[src/rtl/pulse_tx_pkg.sv]
// Shared types and default sizing for the pulse train transmitter.
package pulse_tx_pkg;

    localparam int unsigned DEFAULT_CNT_W      = 16;
    localparam int unsigned DEFAULT_MIN_PERIOD = 2;

    typedef enum logic [1:0] {
        IDLE = 2'd0,
        HIGH = 2'd1,
        LOW  = 2'd2,
        DONE = 2'd3
    } pulse_tx_state_t;

endpackage : pulse_tx_pkg

[src/rtl/phase_timer.sv]
// Phase duration down-counter: loaded with a cycle count, expire_out is high
// during the last cycle of that count.
// Ports:
//   clk_in, rst_in - clock, async active-high reset
//   load_in        - load count_in (count must be >= 1)
//   count_in       - number of cycles in the phase being started
//   expire_out     - registered, high on the final cycle of the phase
module phase_timer
    import pulse_tx_pkg::*;
#(
    parameter int unsigned CNT_W = DEFAULT_CNT_W
) (
    input  logic             clk_in,
    input  logic             rst_in,
    input  logic             load_in,
    input  logic [CNT_W-1:0] count_in,
    output logic             expire_out
);

    logic [CNT_W-1:0] remain_q;

    // Expire is precomputed one cycle ahead so it lines up with remain_q==1.
    always_ff @(posedge clk_in or posedge rst_in) begin
        if (rst_in) begin
            remain_q   <= '0;
            expire_out <= 1'b0;
        end else if (load_in) begin
            remain_q   <= count_in;
            expire_out <= (count_in == CNT_W'(1));
        end else if (remain_q != '0) begin
            remain_q   <= remain_q - CNT_W'(1);
            expire_out <= (remain_q == CNT_W'(2));
        end
    end

endmodule : phase_timer

[src/rtl/pulse_train_tx.sv]
// Pulse train transmitter: emits N rectangular pulses of period P and high
// time H on pulse_out, with a start/busy/done handshake and a sent counter.
// Optional macro PULSE_TX_ABORT_EN adds abort_in to cut a burst short.
// Ports:
//   clk_in, rst_in   - clock, async active-high reset
//   start_in         - launch request, honoured only in IDLE/DONE
//   num_pulses_in    - N, pulses per burst (0 gives an immediate done)
//   period_in        - P, cycles per pulse, raised to MIN_PERIOD
//   high_cycles_in   - H, high cycles per pulse, clamped to [1, P_eff-1]
//   abort_in         - (PULSE_TX_ABORT_EN only) end the burst on next edge
//   pulse_out        - registered pulse line
//   busy_out         - burst in progress
//   done_out         - one-cycle strobe after the burst
//   sent_count_out   - pulses started in the current/last burst
module pulse_train_tx
    import pulse_tx_pkg::*;
#(
    parameter int unsigned CNT_W      = DEFAULT_CNT_W,
    parameter int unsigned MIN_PERIOD = DEFAULT_MIN_PERIOD
) (
    input  logic             clk_in,
    input  logic             rst_in,
    input  logic             start_in,
    input  logic [CNT_W-1:0] num_pulses_in,
    input  logic [CNT_W-1:0] period_in,
    input  logic [CNT_W-1:0] high_cycles_in,
`ifdef PULSE_TX_ABORT_EN
    input  logic             abort_in,
`endif
    output logic             pulse_out,
    output logic             busy_out,
    output logic             done_out,
    output logic [CNT_W-1:0] sent_count_out
);

    localparam logic [CNT_W-1:0] MIN_P = CNT_W'(MIN_PERIOD);

    pulse_tx_state_t  state_q, state_d;
    logic [CNT_W-1:0] num_q, num_d;
    logic [CNT_W-1:0] high_q, high_d;
    logic [CNT_W-1:0] low_q, low_d;
    logic [CNT_W-1:0] sent_d;
    logic             pulse_d, busy_d, done_d;

    logic [CNT_W-1:0] p_eff_c, h_eff_c;
    logic             tmr_load_c;
    logic [CNT_W-1:0] tmr_count_c;
    logic             tmr_expire;

    // Effective period/high time from the live inputs; only used at start.
    always_comb begin
        p_eff_c = (period_in < MIN_P) ? MIN_P : period_in;
        if (high_cycles_in == '0) begin
            h_eff_c = CNT_W'(1);
        end else if (high_cycles_in >= p_eff_c) begin
            h_eff_c = p_eff_c - CNT_W'(1);
        end else begin
            h_eff_c = high_cycles_in;
        end
    end

    phase_timer #(
        .CNT_W (CNT_W)
    ) u_phase_timer (
        .clk_in     (clk_in),
        .rst_in     (rst_in),
        .load_in    (tmr_load_c),
        .count_in   (tmr_count_c),
        .expire_out (tmr_expire)
    );

    // Next-state and next-output logic; every output is registered below.
    always_comb begin
        state_d     = state_q;
        num_d       = num_q;
        high_d      = high_q;
        low_d       = low_q;
        sent_d      = sent_count_out;
        pulse_d     = pulse_out;
        busy_d      = busy_out;
        done_d      = 1'b0;
        tmr_load_c  = 1'b0;
        tmr_count_c = high_q;

        case (state_q)
            IDLE, DONE: begin
                pulse_d = 1'b0;
                busy_d  = 1'b0;
                if (start_in) begin
                    num_d  = num_pulses_in;
                    high_d = h_eff_c;
                    low_d  = p_eff_c - h_eff_c;
                    sent_d = '0;
                    if (num_pulses_in == '0) begin
                        state_d = DONE;
                        done_d  = 1'b1;
                    end else begin
                        state_d     = HIGH;
                        pulse_d     = 1'b1;
                        busy_d      = 1'b1;
                        sent_d      = CNT_W'(1);
                        tmr_load_c  = 1'b1;
                        tmr_count_c = h_eff_c;
                    end
                end else begin
                    state_d = IDLE;
                end
            end
            HIGH: begin
                if (tmr_expire) begin
                    state_d     = LOW;
                    pulse_d     = 1'b0;
                    tmr_load_c  = 1'b1;
                    tmr_count_c = low_q;
                end
            end
            LOW: begin
                if (tmr_expire) begin
                    if (sent_count_out == num_q) begin
                        state_d = DONE;
                        busy_d  = 1'b0;
                        done_d  = 1'b1;
                    end else begin
                        state_d     = HIGH;
                        pulse_d     = 1'b1;
                        sent_d      = sent_count_out + CNT_W'(1);
                        tmr_load_c  = 1'b1;
                        tmr_count_c = high_q;
                    end
                end
            end
            default: begin
                state_d = IDLE;
                pulse_d = 1'b0;
                busy_d  = 1'b0;
            end
        endcase

`ifdef PULSE_TX_ABORT_EN
        // Abort overrides any phase transition computed above.
        if (abort_in && (state_q == HIGH || state_q == LOW)) begin
            state_d    = DONE;
            pulse_d    = 1'b0;
            busy_d     = 1'b0;
            done_d     = 1'b1;
            sent_d     = sent_count_out;
            tmr_load_c = 1'b0;
        end
`endif
    end

    // State, latched configuration and registered outputs.
    always_ff @(posedge clk_in or posedge rst_in) begin
        if (rst_in) begin
            state_q        <= IDLE;
            num_q          <= '0;
            high_q         <= '0;
            low_q          <= '0;
            sent_count_out <= '0;
            pulse_out      <= 1'b0;
            busy_out       <= 1'b0;
            done_out       <= 1'b0;
        end else begin
            state_q        <= state_d;
            num_q          <= num_d;
            high_q         <= high_d;
            low_q          <= low_d;
            sent_count_out <= sent_d;
            pulse_out      <= pulse_d;
            busy_out       <= busy_d;
            done_out       <= done_d;
        end
    end

endmodule : pulse_train_tx

[config.mk]
export PLATFORM = sky130hd
export DESIGN_NAME = pulse_train_tx
export DESIGN_NICKNAME = d
export VERILOG_FILES = /design/src/rtl/pulse_tx_pkg.sv /design/src/rtl/phase_timer.sv /design/src/rtl/pulse_train_tx.sv
export SDC_FILE = /design/constraint.sdc
export NUM_CORES = 1
export LEC_CHECK = 0
export BUFFER_PORTS_ARGS = -buffer_cell sky130_fd_sc_hd__buf_2
export CORE_UTILIZATION = 35
export CTS_CLUSTER_DIAMETER = 30
export DETAILED_ROUTE_END_ITERATION = 16
export HOLD_SLACK_MARGIN = 0.08
export MAX_ROUTING_LAYER = met4
export PLACE_DENSITY = 0.54
export SYNTH_ARGS = -nofsm -noshare
export SYNTH_HDL_FRONTEND = slang
export SYNTH_SLANG_ARGS = --single-unit
export TNS_END_PERCENT = 50
[constraint.sdc]
create_clock -name clk_in -period 2.65 [get_ports clk_in]
set_input_delay 0.53 -clock clk_in [delete_from_list [all_inputs] [get_ports clk_in]]
set_output_delay 0.53 -clock clk_in [all_outputs]
set_load 0.02 [all_outputs]
==> run metrics <==
share of layout cells above drive strength 1 0.4441; Post-synth EDFFs 0; Hold Buf Count CTS 0; gr usage total 0.2175; area of the multi-input gates 4023 sq um; final non-filler cell area 8997 sq um; core area 16640 sq um; Max Slew Vio Count 0; syn_nets 757; Reg2Reg Setup Slack -0.15 ns; Sw Ratio 0.3799; DR WL/cell 15.78 um; CP endpoint low_q[12]; peak fanout along the critical path 4; area grow syn2layout 50.57%; final HPWL from detailed placement 13730 um; initial DRC count 381; post-place setup slack -2.357 ns; kind of critical path input pin to register; grt total ovfl 0; PwrDens approximately 860 nW/um^2; die area between 15000 and 20000 sq um; Final WS setup -1.914 ns; die span in y 132.7 um; Worst Max-Slew Pin Slew about 1 ns; clock group share of total power 0.177; Final ANT Viol Nets 0; Comb power frac 0.532; Avg Inst Size Synth 8.973 sq um; setup_tns -46.61 ns; Distinct cells, synth between 50 and 60; placed cell area 7855 sq um; Final Util 0.5406; Worst EP required 2.85 ns; critical path buffer and inverter count 6; reg2reg start state_q[0]; H-tree Lvls 3; via count 5791; Final Critical Period 4.564 ns; post-synth design cell area 5976 sq um; Clock Pin Slew Worst Setup and Hold Paths ~0.07 ns; peak supply drop about 0.42 mV; CTS Buffer Depth 2; top_reg_cell synth dfrtp_1; Crit. Startpoint period_in[12]; Top delay family on crit path compound AO/OA/AOI/OAI gates; Int Pwr roughly 4.8 mW; Port-buffer cells just under 70; Synth top area share 0.3601; Max Cap Violations 0; Yosys reg bits 86; Yosys warning count 0; Clock Latency Late Sink 0.35 ns; vias in the first global route 5846; CTS tree done; TritonCTS buffer count 9; period utilisation layout 1.722; CP dominant cell by count o21ai_2; top cell type by total area after synthesis dfrtp_1; # rows 47; GP Congestion 0.9360; clock sink count 86; RSZ-0062 raised after global routing true; TritonRoute pass-1 iters 5; Final Skew about 0.014 ns; Top-Level Pins 70; root buffer cell clkbuf_16; CP Depth 26; fin nets 1007; share of the yosys chip area belonging to registers 0.3601; starting density of the core 0.3591; failing checks setup timing; Worst Setup Start Kind input pin; crit path DAT 4.77 ns; P_leak 4.180 nW; final setup fails 49; Net Sw Power between 2 and 3 mW; Gate Count Post-Synth 666; worst hold path class input pin to asynchronous set/reset pin; fmax about 220 MHz; Synth async-reset ratio 1.000; FF-to-FF path depth 12; top post-synthesis cells by area dfrtp_1, ha_1, mux2_2; run status finished with violations; relative slew slack 0.3249; Fillers 1462; Via density a little over 5; first-pass GRT wire length 29610 um; Detailed Route WL around 18000 um; CP Capture Type register; endpoints failing hold 0; post-route insts no fill 1141; DRC errors left 0; RR Endpoint u_phase_timer.expire_out; Worst path slowest cell or3_1; register area roughly 2200 sq um; Cells after DPL 1097; largest net degree at the start of global routing 81; Chip Width 132.7 um; antenna violations before repair 0; Worst path max stage delay 0.35 ns; Seq pwr share 0.291; Antenna diodes 0
synthesized netlist by cell type, drive strengths merged (2+ instances only):
cell type / count
a211oi: 5
a21o: 5
a21oi: 49
a221oi: 2
a222oi: 11
a22oi: 3
a31oi: 6
and2: 2
buf: 4
clkbuf: 32
dfrtp: 86
ha: 39
inv: 34
mux2: 30
mux2i: 4
nand2: 75
nand2b: 4
nand3: 21
nand4: 22
nor2: 41
nor2b: 3
nor3: 20
nor4: 14
o211ai: 3
o21ai: 52
o31a: 2
o31ai: 5
o41ai: 4
or2: 5
or3: 7
xnor2: 34
xor2: 27
state kept, by name, summed over array words and instances, names as in the netlist:
| name | count |
|---|---|
| busy_out | 1 |
| done_out | 1 |
| high_q | 16 |
| low_q | 16 |
| num_q | 16 |
| pulse_out | 1 |
| sent_count_out | 16 |
| state_q | 2 |
| u_phase_timer.expire_out | 1 |
| u_phase_timer.remain_q | 16 |
routing by layer:
layer / vias to the layer above / wire length (um) / GRT usage
met5: - / 0 / -
met4: 0 / 386 / 0.06960
met3: 23 / 467 / 0.03218
met2: 104 / 8558 / 0.3418
met1: 2765 / 8593 / 0.2875
li1: 2899 / - / -
what timing repair did:
item | 4_1_cts | 5_1_grt
gates resized for setup | 90 | 63
gates cloned | 0 | 0
setup buffers | 22 | 18
setup endpoints to repair | 49 | 58
pin swaps | 38 | 28
logic make-up after synthesis:
logic type,count (synthesis),synth area share
simple gates,220,0.1861
compound gates,154,0.1616
flops,86,0.3601
buf+inv,71,0.05444
xor+xnor,61,0.08941
fa+ha+maj,40,0.08501
mux,34,0.06323
worst min path at each step:
| stage | to | slack [ns] |
|---|---|---|
| finish | num_q[9] | 0.23 |
| global route | num_q[11] | 0.28 |
| CTS | num_q[14] | 0.25 |
| detailed placement | high_q[10] | 0.47 |
| global placement | high_q[8] | 0.46 |
| floorplan | low_q[10] | 0.44 |
worst register-to-register path: cells and delay by family (launching register included):
family	cells	cell delay, ns
AND/OR/NAND/NOR	4	1.15
buffers and inverters	3	0.42
flip-flops	1	0.42
AO/OA/AOI/OAI	4	0.40
adder cells (fa/ha/maj)	1	0.34
final cells by class:
| type | instances | share of cell area |
|---|---|---|
| multi-input cells | 509 | 0.4471 |
| flip-flops and latches | 86 | 0.2392 |
| repair buffers | 276 | 0.2328 |
| well taps | 220 | 0.03059 |
| clock buffers | 9 | 0.02503 |
| inverters | 34 | 0.01460 |
| clock inverters | 7 | 0.01071 |
layout by cell type (no fill, tap or decap), types with 4 or more instances in the layout:
| master | instances |
|---|---|
| a21o_1 | 4 |
| clkbuf_16 | 9 |
| a21oi_1 | 27 |
| nand3_1 | 19 |
| ha_4 | 5 |
| o21ai_0 | 32 |
| nand2b_1 | 4 |
| mux2_2 | 18 |
| mux2_4 | 12 |
| nor4_1 | 11 |
| inv_1 | 32 |
| nand2_2 | 6 |
| buf_2 | 67 |
| nand2_4 | 9 |
| buf_4 | 165 |
| clkinvlp_4 | 4 |
| a222oi_1 | 11 |
| dfrtp_1 | 86 |
| or3_1 | 6 |
| o21ai_1 | 17 |
| buf_6 | 40 |
| nor2_1 | 38 |
| xnor2_1 | 33 |
| a21oi_4 | 5 |
| a21oi_2 | 17 |
| ha_1 | 33 |
| nor3_1 | 19 |
| or2_2 | 4 |
| nand4_1 | 22 |
| nand2_1 | 60 |
| xor2_1 | 27 |
power by group through the flow:
stage,clock network [mW],logic [mW],registers [mW]
after floorplan,0,2.11,2.23
after global placement,0,3.42,2.24
after detailed placement,0,3.49,2.27
after CTS,1.41,3.96,2.25
after global routing,1.46,4.54,2.33
final,1.37,4.13,2.26
per-stage QoR:
step / hold WS (ns) / power, mW
finish: 0.2306 / 7.759
CTS: 0.2460 / 7.615
detailed placement: 0.4719 / 5.765
floorplan: 0.4436 / 4.342
global placement: 0.4643 / 5.663
global route: 0.2803 / 8.320
Note: power is estimated with default switching activity, not from simulation.
